<file path="src/rtl/clock_set_ctrl.sv">
// Settable HH:MM:SS clock. It has a prescaled one-second tick and a
// RUN / SET_HOUR / SET_MIN mode FSM that is driven by edge-detected buttons.
module clock_set_ctrl #(
  parameter int TICK_DIV = 2
) (
  input  logic       clk,
  input  logic       resetn,
  input  logic       btn_mode,
  input  logic       btn_inc,
  output logic [7:0] sec,
  output logic [7:0] minute,
  output logic [7:0] hour,
  output logic [1:0] mode,
  output logic       tick
);

  localparam int PW = $clog2(TICK_DIV);
  localparam logic [PW-1:0] LAST = PW'(TICK_DIV - 1);

  typedef enum logic [1:0] {
    RUN      = 2'd0,
    SET_HOUR = 2'd1,
    SET_MIN  = 2'd2
  } state_t;

  state_t        state, state_next;
  logic [PW-1:0] presc, presc_next;
  logic [7:0]    sec_next, min_next, hour_next;
  logic          btn_mode_q, btn_inc_q;
  logic          mode_press, inc_press;

  assign mode_press = btn_mode & ~btn_mode_q;
  assign inc_press  = btn_inc & ~btn_inc_q;
  assign tick       = (state == RUN) && (presc == LAST);
  assign mode       = state;

  always_ff @(posedge clk) begin
    if (!resetn) begin
      state      <= RUN;
      presc      <= '0;
      sec        <= 8'd0;
      minute     <= 8'd0;
      hour       <= 8'd0;
      btn_mode_q <= 1'b0;
      btn_inc_q  <= 1'b0;
    end else begin
      state      <= state_next;
      presc      <= presc_next;
      sec        <= sec_next;
      minute     <= min_next;
      hour       <= hour_next;
      btn_mode_q <= btn_mode;
      btn_inc_q  <= btn_inc;
    end
  end

  // A mode press takes priority over an inc press. The prescaler is frozen at 0 outside RUN.
  always_comb begin
    state_next = state;
    presc_next = '0;
    sec_next   = sec;
    min_next   = minute;
    hour_next  = hour;
    case (state)
      RUN: begin
        presc_next = tick ? '0 : presc + 1'b1;
        if (tick) begin
          if (sec == 8'd59) begin
            sec_next = 8'd0;
            if (minute == 8'd59) begin
              min_next  = 8'd0;
              hour_next = (hour == 8'd23) ? 8'd0 : hour + 8'd1;
            end else begin
              min_next = minute + 8'd1;
            end
          end else begin
            sec_next = sec + 8'd1;
          end
        end
        if (mode_press) state_next = SET_HOUR;
      end
      SET_HOUR: begin
        if (mode_press) state_next = SET_MIN;
        else if (inc_press) hour_next = (hour == 8'd23) ? 8'd0 : hour + 8'd1;
      end
      SET_MIN: begin
        if (mode_press) begin
          state_next = RUN;
          sec_next   = 8'd0;
        end else if (inc_press) begin
          min_next = (minute == 8'd59) ? 8'd0 : minute + 8'd1;
        end
      end
      default: state_next = RUN;
    endcase
  end

endmodule

</file>
<file path="config.mk">
export PLATFORM = sky130hd
export DESIGN_NAME = clock_set_ctrl
export DESIGN_NICKNAME = d
export VERILOG_FILES = /design/src/rtl/clock_set_ctrl.sv
export SDC_FILE = /design/constraint.sdc
export NUM_CORES = 1
export LEC_CHECK = 0
export BUFFER_PORTS_ARGS = -buffer_cell sky130_fd_sc_hd__buf_2
export CORE_UTILIZATION = 45
export DETAILED_ROUTE_END_ITERATION = 12
export PLACE_DENSITY = 0.68
export SYNTH_ARGS = -nofsm -noshare
export SYNTH_HDL_FRONTEND = slang
export SYNTH_SLANG_ARGS = --single-unit
</file>
<file path="constraint.sdc">
create_clock -name clk -period 2.4 [get_ports clk]
set_input_delay 0.12 -clock clk [delete_from_list [all_inputs] [get_ports clk]]
set_output_delay 0.12 -clock clk [all_outputs]
set_load 0.02 [all_outputs]
</file>
==> metrics.cfg, run 1 <==
[timing]
tns_ns=0
rsz0062_at_grt=no
worstMarginPinSlew_ns=0.5156
fmax_mhz=479.0
finalCriticalPeriod_ns=2.088
drv_slew=0
timing.final.crit_share=0.8699
finClkSkew_ns=0.01576
relSlewSlack=0.6563
hold_viol_final=0
setup_viol=0

[synth]
async_flop_share=0
syn-num-nets=176
syn_area_um2=1470
yosysTopAreaCellShare=0.3949
synth_cell_types=48
syn_inst=169
avgSynthCellArea_um2=8.699
synth-seq-cells=29
ys.flop_type=dfxtp_1
synth-edff-count=0
ys_warn_count=0
yosys-top-cells-area=dfxtp_1 39%, a21oi_1 4.8%, nand2_1 4.6%, xnor2_1 3.6%, nor2_1 3.3%
yosysSeqAreaShare=0.3949
yosys.area.top_type=dfxtp_1

[final_layout]
n_antenna_cell=0
final_common_cell=buf_2
syn2layout_area_growth_pct=16.85
final_net_count=210
final_cell_mix=30 x buf_2, 29 x dfxtp_1, 18 x nand2_1, 14 x a21oi_1, 13 x nor2_1
final_layout_size_suffix_gt1_frac=0.2206
final_area_um2=1718

[setup_path]
cpLargestDelayFamily=simple AND/OR/NAND/NOR gates
worstSetupEndpointType=flip-flop
cp_data_required_time_ns=2.66
timing.critical_path.buf_inv=0
r2r_slack_ns=0.31
crit_chain=ha_1 -> nor4b_4 -> and4_4 -> a22oi_4 -> or4_1 -> a21oi_1
slowest_delay_ns=0.52
r2r-start=sec[0]
crit_end=hour[6]
cp.arrival_ns=2.35
path_depth=6
path_class=flip-flop to flip-flop
start_kind=flip-flop
reg2regPathDepth=6
timing.rr.end=hour[6]
critPathMaxFanout=10
critPathSlowestCell=or4_1
crit_start=sec[0]

[power]
p_leak_nw=0.7051
pwr-share-clk=0.309
power_switching_uw=255.6
peakVddDrop_uv=281.4
power_frac_seq=0.568
pwr-share-comb=0.124
swShare=0.2831
p_int_uw=647.2
power.density_nw_per_um2=525.5

[floorplan]
ioPinCount=31
die_h_um=59.16
core_area_um2=3078
dieArea_um2=3499
initial_utilization=0.4776
rows=20
die_w_um=59.16

[routing]
drc=0
drt-pass1-iter-count=4
viasPerCell=5.613
vias=1392
drt_iter0_drc=29
wirelength_um=3243
wl_per_cell_um=13.08
ant_nets=0

[global_route]
overflow=0
grt_max_degree=14
grt_pass1_vias=1298
grt_usage=0.2120
grt_pass1_wl_um=5609
antenna_found_initial=0

[clock_network]
cts-root-buf=clkbuf_4
post-cts-setup-buffers=0
tritoncts=yes
cts-htree-levels=2
cts_resized=0
clockBufferDepth=2
cts-hold-fix-buffers=0
clock_sinks=29
clk_transition_reported_paths_ns=0.10
clk_latency_ns=0.33
cts_buffers=5

[job]
cap_violations=0

[place]
dpl-instance-area_um2=1667
dp_hpwl_um=2425
gp_congestion=0.8629
io_buffers=30

[run_status]
status=completed

[worst_hold_path]
hp-class=input pin to flip-flop

-- worst reg2reg max path, stage by stage (launching register included) --
cell	delay, ns
dfxtp_1	0.39
ha_1	0.25
nor4b_4	0.29
and4_4	0.30
a22oi_4	0.12
or4_1	0.52
a21oi_1	0.14
-- power by group through the flow --
stage | logic (mW) | registers (mW) | clock network [mW]
6_report | 0.112 | 0.513 | 0.279
5_1_grt | 0.124 | 0.515 | 0.315
4_1_cts | 0.112 | 0.513 | 0.289
3_5_place_dp | 0.112 | 0.524 | 0
3_3_place_gp | 0.109 | 0.522 | 0
2_1_floorplan | 0.0711 | 0.529 | 0
-- final cells by class --
cell class / count / area (um2)
well taps: 44 / 55.05
clock inverters: 2 / 10.01
multi-input cells: 131 / 854.6
clock buffers: 6 / 41.29
fillers: 305 / 1360
inverters: 5 / 18.77
flip-flops and latches: 29 / 580.6
repair buffers: 31 / 157.7
-- Yosys cell counts, drive strengths merged, types with 2 or more instances --
cell	number
inv	5
nand2b	5
xor2	4
o31ai	2
and2	3
nand4	5
a41oi	2
and4	2
nand2	18
nand3	9
o21ai	3
clkbuf	3
o41ai	2
a21oi	14
nor4b	2
nand3b	3
nor2	13
ha	3
nor3b	2
dfxtp	29
nor4	2
nor3	6
or3	3
and3	4
xnor2	6
-- registers in the layout, summed over array words and instances (netlist names) --
| register | count |
|---|---|
| presc | 1 |
| minute | 8 |
| mode | 2 |
| sec | 8 |
| hour | 8 |
| btn_mode_q | 1 |
| btn_inc_q | 1 |
-- stage by stage --
stage | hold slack, ns | cells | total power [mW] | setup slack, ns | utilization
after floorplan | 0.2417 | 169 | 0.6005 | 0.3221 | -
after global placement | 0.3531 | 240 | 0.6310 | 0.3995 | 0.5415
after detailed placement | 0.3662 | 240 | 0.6357 | 0.3338 | 0.5415
after CTS | 0.02164 | 248 | 0.9135 | 0.3043 | 0.5581
after global routing | 0.01937 | 248 | 0.9538 | 0.2090 | 0.5581
final | 0.03605 | 248 | 0.9028 | 0.3122 | 0.5581
-- worst min-delay path by stage --
stage             start         end  slack [ns]  cells past startpoint
5_1_grt         btn_inc   btn_inc_q        0.02                      2
3_5_place_dp   btn_mode  btn_mode_q        0.37                      2
4_1_cts        btn_mode  btn_mode_q        0.02                      2
3_3_place_gp   btn_mode  btn_mode_q        0.35                      2
2_1_floorplan   btn_inc   btn_inc_q        0.24                      1
6_report       btn_mode  btn_mode_q        0.04                      2
-- logic make-up after synthesis --
| logic type | count (synthesis) | share of synthesized area |
|---|---|---|
| and+or+nand+nor | 82 | 0.3183 |
| buffers and inverters | 9 | 0.02383 |
| DFF | 29 | 0.3949 |
| muxes | 1 | 0.006809 |
| adders and majority gates | 3 | 0.02553 |
| xor gates and xnor gates | 10 | 0.05957 |
| AOI/OAI and AO/OA | 35 | 0.1711 |
-- layer usage --
layer | track usage | up-vias | wire length [um]
met2 | 0.3604 | 36 | 1563
met3 | 0.06550 | 6 | 168
met4 | 0.07143 | 0 | 42
li1 | - | 689 | -
met5 | 0 | - | 0
met1 | 0.2530 | 661 | 1469
(Power assumes the default switching activity.)
==> run 2, diff against run 1 <==
- clock period: 2.4 -> 2 ns (I/O delays scaled with it)
==> run 2 against run 1 <==
Sequential power up 20%. Final area up 7.7%. Setup slack worse by 0.24 ns.
==> metrics.cfg, run 2 (synthesis results as in run 1) <==
[setup_path]
start_kind=flip-flop  ; unchanged
slowest_delay_ns=0.52  ; about the same
cp_data_required_time_ns=2.26  ; was 2.66 ns
worstSetupEndpointType=flip-flop  ; unchanged
critPathMaxFanout=5  ; was 10
cpLargestDelayFamily=simple AND/OR/NAND/NOR gates  ; unchanged
critPathSlowestCell=or4_1  ; unchanged
timing.critical_path.buf_inv=0  ; unchanged
crit_chain=ha_1 -> and4_1 -> and4_4 -> a22oi_4 -> or4_1 -> a21oi_1  ; was ha_1 -> nor4b_4 -> and4_4 -> a22oi_4 -> or4_1 -> a21oi_1
r2r_slack_ns=0.07  ; was 0.31 ns
cp.arrival_ns=2.19  ; was 2.35 ns
path_class=flip-flop to flip-flop  ; unchanged

[routing]
drt_iter0_drc=43  ; was 29
wl_per_cell_um=13.19  ; was 13.08 um
wirelength_um=3417  ; was 3243 um
viasPerCell=5.417  ; was 5.613
ant_nets=0  ; unchanged
drc=0  ; unchanged
vias=1403  ; was 1392
drt-pass1-iter-count=4  ; unchanged

[final_layout]
syn2layout_area_growth_pct=25.87  ; was 16.85%
largestRegisters=hour x8, minute x8, sec x8  ; unchanged
final_cell_mix=30 x buf_2, 25 x dfxtp_1, 18 x nand2_1, 14 x a21oi_1, 13 x nor2_1  ; was 30 x buf_2, 29 x dfxtp_1, 18 x nand2_1, 14 x a21oi_1, 13 x nor2_1
final_common_cell=buf_2  ; unchanged
final_net_count=221  ; was 210
final_layout_size_suffix_gt1_frac=0.2837  ; was 0.2206
n_antenna_cell=0  ; unchanged

[timing]
timing.final.crit_share=0.9664  ; was 0.8699
drv_slew=0  ; unchanged
hold_viol_final=0  ; unchanged
fmax_mhz=517.4  ; was 479.0 MHz
setup_viol=0  ; unchanged
fin_ws_ns=0.06724  ; was 0.3122 ns
rsz0062_at_grt=no  ; unchanged
tns_ns=0  ; unchanged
worstMarginPinSlew_ns=0.5465  ; was 0.5156 ns
finClkSkew_ns=0.01023  ; was 0.01576 ns
relSlewSlack=0.6356  ; was 0.6563
finalCriticalPeriod_ns=1.933  ; was 2.088 ns

[global_route]
grt_max_degree=14  ; unchanged
grt_pass1_wl_um=5568  ; was 5609 um
grt_pass1_vias=1237  ; was 1298
overflow=0  ; unchanged
grt_usage=0.2135  ; was 0.2120
antenna_found_initial=0  ; unchanged

[power]
peakVddDrop_uv=338.1  ; was 281.4 uV
p_int_uw=953.4  ; was 647.2 uW
pwr-share-clk=0.398  ; was 0.309
power_frac_seq=0.484  ; was 0.568
swShare=0.2488  ; was 0.2831
p_leak_nw=0.7738  ; was 0.7051 nW
pwr-share-comb=0.118  ; was 0.124
power_switching_uw=315.8  ; was 255.6 uW
power.density_nw_per_um2=685.8  ; was 525.5 nW/um2

[place]
gp_congestion=0.8807  ; was 0.8629
post-place-ws_ns=0.08674  ; was 0.3338 ns
dp_hpwl_um=2533  ; was 2425 um
io_buffers=30  ; unchanged

[clock_network]
cts-root-buf=clkbuf_4  ; unchanged
clock_sinks=29  ; unchanged
clockBufferDepth=2  ; unchanged
clk_latency_ns=0.33  ; about the same
tritoncts=yes  ; unchanged
clk_transition_reported_paths_ns=0.09  ; was 0.10 ns
cts-htree-levels=2  ; unchanged
cts_buffers=5  ; unchanged

[floorplan]
ioPinCount=31  ; unchanged
dieArea_um2=3499  ; unchanged
rows=20  ; unchanged
die_w_um=59.16  ; unchanged
core_area_um2=3078  ; unchanged
die_h_um=59.16  ; unchanged
initial_utilization=0.4776  ; unchanged

[run_status]
status=completed  ; unchanged

[worst_hold_path]
hp-class=input pin to flip-flop  ; unchanged

[job]
cap_violations=0  ; unchanged

run 2: cell count changes in the layout (fill, tap and decap cells not counted), sizes merged:
cell	delta
clkinv	-2
bufinv	+1
buf	+10
clkbuf	+1
dlygate4sd3	+1
run 2: worst paths after layout:
kind	depth (start not counted)	endpoint	startpoint
worst max-delay path	6	hour[6]	minute[0]
worst min-delay path	2	btn_inc_q	btn_inc
worst max register to register	6	hour[6]	minute[0]
worst min register to register	2	hour[0]	hour[0]
run 2: layer usage:
metal | routed length [um] | vias up | GRT usage
li1 | - | 711 | -
met1 | 1653 | 657 | 0.2709
met2 | 1591 | 31 | 0.3393
met3 | 140 | 4 | 0.06114
met4 | 32 | 0 | 0.08844
met5 | 0 | - | 0
run 2: final cells by class:
type	count	area, um2
clock buffer	7	55.05
fill	291	1227
timing repair buffer	42	242.7
multi-input combinational	131	863.3
sequential	29	585.6
tap	44	55.05
inverter	5	18.77
clock inverter	1	30.03
run 2: power groups by stage:
stage	combinational (mW)	sequential (mW)	clock, mW
finish	0.150	0.614	0.506
global route	0.165	0.616	0.550
CTS	0.150	0.613	0.521
detailed placement	0.148	0.627	0
global placement	0.145	0.625	0
floorplan	0.0853	0.637	0
run 2: repair_timing:
action	in CTS	in global routing
gates resized for setup	0	3
hold buffers	1	0
hold endpoints to repair	1	0
setup endpoints to repair	0	2
buffers inserted	0	1
run 2: metrics by stage:
| stage | hold slack [ns] | total power, mW | std cells | cell area (um2) | util |
|---|---|---|---|---|---|
| 2_1_floorplan | 0.2217 | 0.7221 | 169 | 1474 | - |
| 3_3_place_gp | 0.3333 | 0.7698 | 249 | 1738 | 0.5646 |
| 3_5_place_dp | 0.3409 | 0.7749 | 249 | 1738 | 0.5646 |
| 4_1_cts | 0.01055 | 1.284 | 258 | 1833 | 0.5955 |
| 5_1_grt | 0.01334 | 1.331 | 259 | 1851 | 0.6012 |
| 6_report | 0.01889 | 1.269 | 259 | 1851 | 0.6012 |
==> run 3, diff against run 2 <==
- CELL_PAD_IN_SITES_DETAIL_PLACEMENT: default -> 2
- CELL_PAD_IN_SITES_GLOBAL_PLACEMENT: default -> 2
- CORE_UTILIZATION: 45 -> 31
- PLACE_DENSITY: 0.68 -> default
- PLACE_DENSITY_LB_ADDON: default -> 0.1
==> run 3 against run 2 <==
Combinational power grew 11%. Via count grew 4.7%. Sequential power up 1%. Register-to-register slack about the same. Global-route usage fell by 1.1 points. Sequential share of layout area is 1.3 points lower. Power is 1.3% higher. Final area increased by 4.1%. Sequential cell count stayed put. First-iteration DRC count is the same. Clock power is 1% lower. Largest cell class unchanged. Highest routed layer unchanged.
==> metrics.cfg, run 3 (synthesis results as in run 1) <==
[setup_path]
timing.critical_path.buf_inv=0  ; unchanged
cp.arrival_ns=2.15  ; was 2.19 ns
path_class=flip-flop to flip-flop  ; unchanged
slowest_delay_ns=0.54  ; was 0.52 ns
critPathMaxFanout=7  ; was 5
start_kind=flip-flop  ; unchanged
worstSetupEndpointType=flip-flop  ; unchanged
crit_chain=ha_4 -> nor4b_4 -> and4_4 -> a22oi_4 -> or4_4 -> a21oi_2  ; was ha_1 -> and4_1 -> and4_4 -> a22oi_4 -> or4_1 -> a21oi_1
cpLargestDelayFamily=simple AND/OR/NAND/NOR gates  ; unchanged
cp_data_required_time_ns=2.22  ; was 2.26 ns
critPathSlowestCell=or4_4  ; was or4_1

[global_route]
antenna_found_initial=0  ; unchanged
grt_max_degree=14  ; unchanged
grt_usage=0.2020  ; was 0.2135
overflow=0  ; unchanged
grt_pass1_vias=1497  ; was 1237
grt_pass1_wl_um=7817  ; was 5568 um

[timing]
hold_viol_final=0  ; unchanged
setup_viol=0  ; unchanged
tns_ns=0  ; unchanged
finClkSkew_ns=0.004792  ; was 0.01023 ns
finalCriticalPeriod_ns=1.930  ; was 1.933 ns
relSlewSlack=0.6169  ; was 0.6356
worstMarginPinSlew_ns=0.5746  ; was 0.5465 ns
drv_slew=0  ; unchanged
timing.final.crit_share=0.9650  ; was 0.9664
fmax_mhz=518.1  ; was 517.4 MHz

[worst_hold_path]
hp-class=input pin to flip-flop  ; unchanged

[routing]
wl_per_cell_um=17.98  ; was 13.19 um
drt_iter0_drc=43  ; unchanged
wirelength_um=4855  ; was 3417 um
viasPerCell=5.441  ; was 5.417
vias=1469  ; was 1403
ant_nets=0  ; unchanged
drc=0  ; unchanged
drt-pass1-iter-count=6  ; was 4

[clock_network]
cts-root-buf=clkbuf_8  ; was clkbuf_4
clock_sinks=29  ; unchanged
cts-hold-fix-buffers=0  ; was 1
clk_latency_ns=0.28  ; was 0.33 ns
tritoncts=yes  ; unchanged
cts-htree-levels=2  ; unchanged
clockBufferDepth=2  ; unchanged
clk_transition_reported_paths_ns=0.06  ; was 0.09 ns
cts_buffers=5  ; unchanged

[final_layout]
final_net_count=225  ; was 221
fillCellCount=516  ; was 291
n_antenna_cell=0  ; unchanged
final_cell_mix=30 x buf_2, 26 x dfxtp_1, 18 x nand2_1, 16 x buf_4  ; was 30 x buf_2, 25 x dfxtp_1, 18 x nand2_1, 14 x a21oi_1, 13 x nor2_1
largestRegisters=hour x8, minute x8, sec x8  ; unchanged
final_common_cell=buf_2  ; unchanged
register_area_um2=584.3  ; was 585.6 um2
fin_cells=270  ; was 259
fin_util=0.4336  ; was 0.6012
multiInputGateArea_um2=902.1  ; was 863.3 um2
final_layout_size_suffix_gt1_frac=0.3165  ; was 0.2837
syn2layout_area_growth_pct=31.06  ; was 25.87%
final_area_um2=1927  ; was 1851 um2

[floorplan]
ioPinCount=31  ; unchanged
core_area_um2=4444  ; was 3078 um2
initial_utilization=0.3308  ; was 0.4776
die_h_um=70.87  ; was 59.16 um
die_w_um=70.87  ; was 59.16 um
rows=24  ; was 20
dieArea_um2=5022  ; was 3499 um2

[run_status]
status=completed  ; unchanged

[power]
p_leak_nw=0.7931  ; was 0.7738 nW
fin_total_pwr_mw=1.285  ; was 1.269 mW
power.density_nw_per_um2=667.1  ; was 685.8 nW/um2
peakVddDrop_uv=262.9  ; was 338.1 uV

[place]
io_buffers=30  ; unchanged
dp_hpwl_um=3470  ; was 2533 um
dpl-instance-area_um2=1778  ; was 1738 um2
dp_cells=261  ; was 249
gp_congestion=0.7860  ; was 0.8807

[job]
cap_violations=0  ; unchanged

run 3: routing by layer:
metal,up-vias,GRT usage,part of all wire
met4,0,0.06000,0.011
li1,714,-,-
met2,24,0.3504,0.51
met3,5,0.05128,0.032
met5,-,0,0
met1,726,0.2467,0.45
run 3: worst paths after layout:
| path | slack, ns | endpoint | depth (start not counted) | startpoint |
|---|---|---|---|---|
| worst max register to register | 0.07 | hour[6] | 6 | sec[0] |
| worst min-delay path | 0.07 | btn_inc_q | 2 | btn_inc |
| worst max-delay path | 0.07 | hour[6] | 6 | sec[0] |
| worst min register to register | 0.50 | hour[1] | 2 | hour[1] |
run 3: power by group:
part,internal (mW),total (mW),switching (mW)
clock,0.273,0.500,0.227
combinational,0.0647,0.166,0.101
sequential,0.596,0.620,0.0237
run 3: area by class of cell:
class | instances | share of cell area
well taps | 52 | 0.03377
clock buffers | 7 | 0.04481
repair buffers | 46 | 0.1403
inverters | 5 | 0.009740
flip-flops and latches | 29 | 0.3032
multi-input cells | 131 | 0.4682
run 3: metrics by stage:
step	hold slack, ns	worst slack [ns]
CTS	0.05863	0.01024
global route	0.07190	-0.008116
global placement	0.3327	0.09895
detailed placement	0.3537	0.02712
finish	0.06917	0.06993
floorplan	0.2217	0.003183
run 3: repair_timing:
item	CTS	global route
setup buffers	0	2
setup endpoints to repair	0	6
endpoints found under the hold margin	0	0
resized for setup	0	10
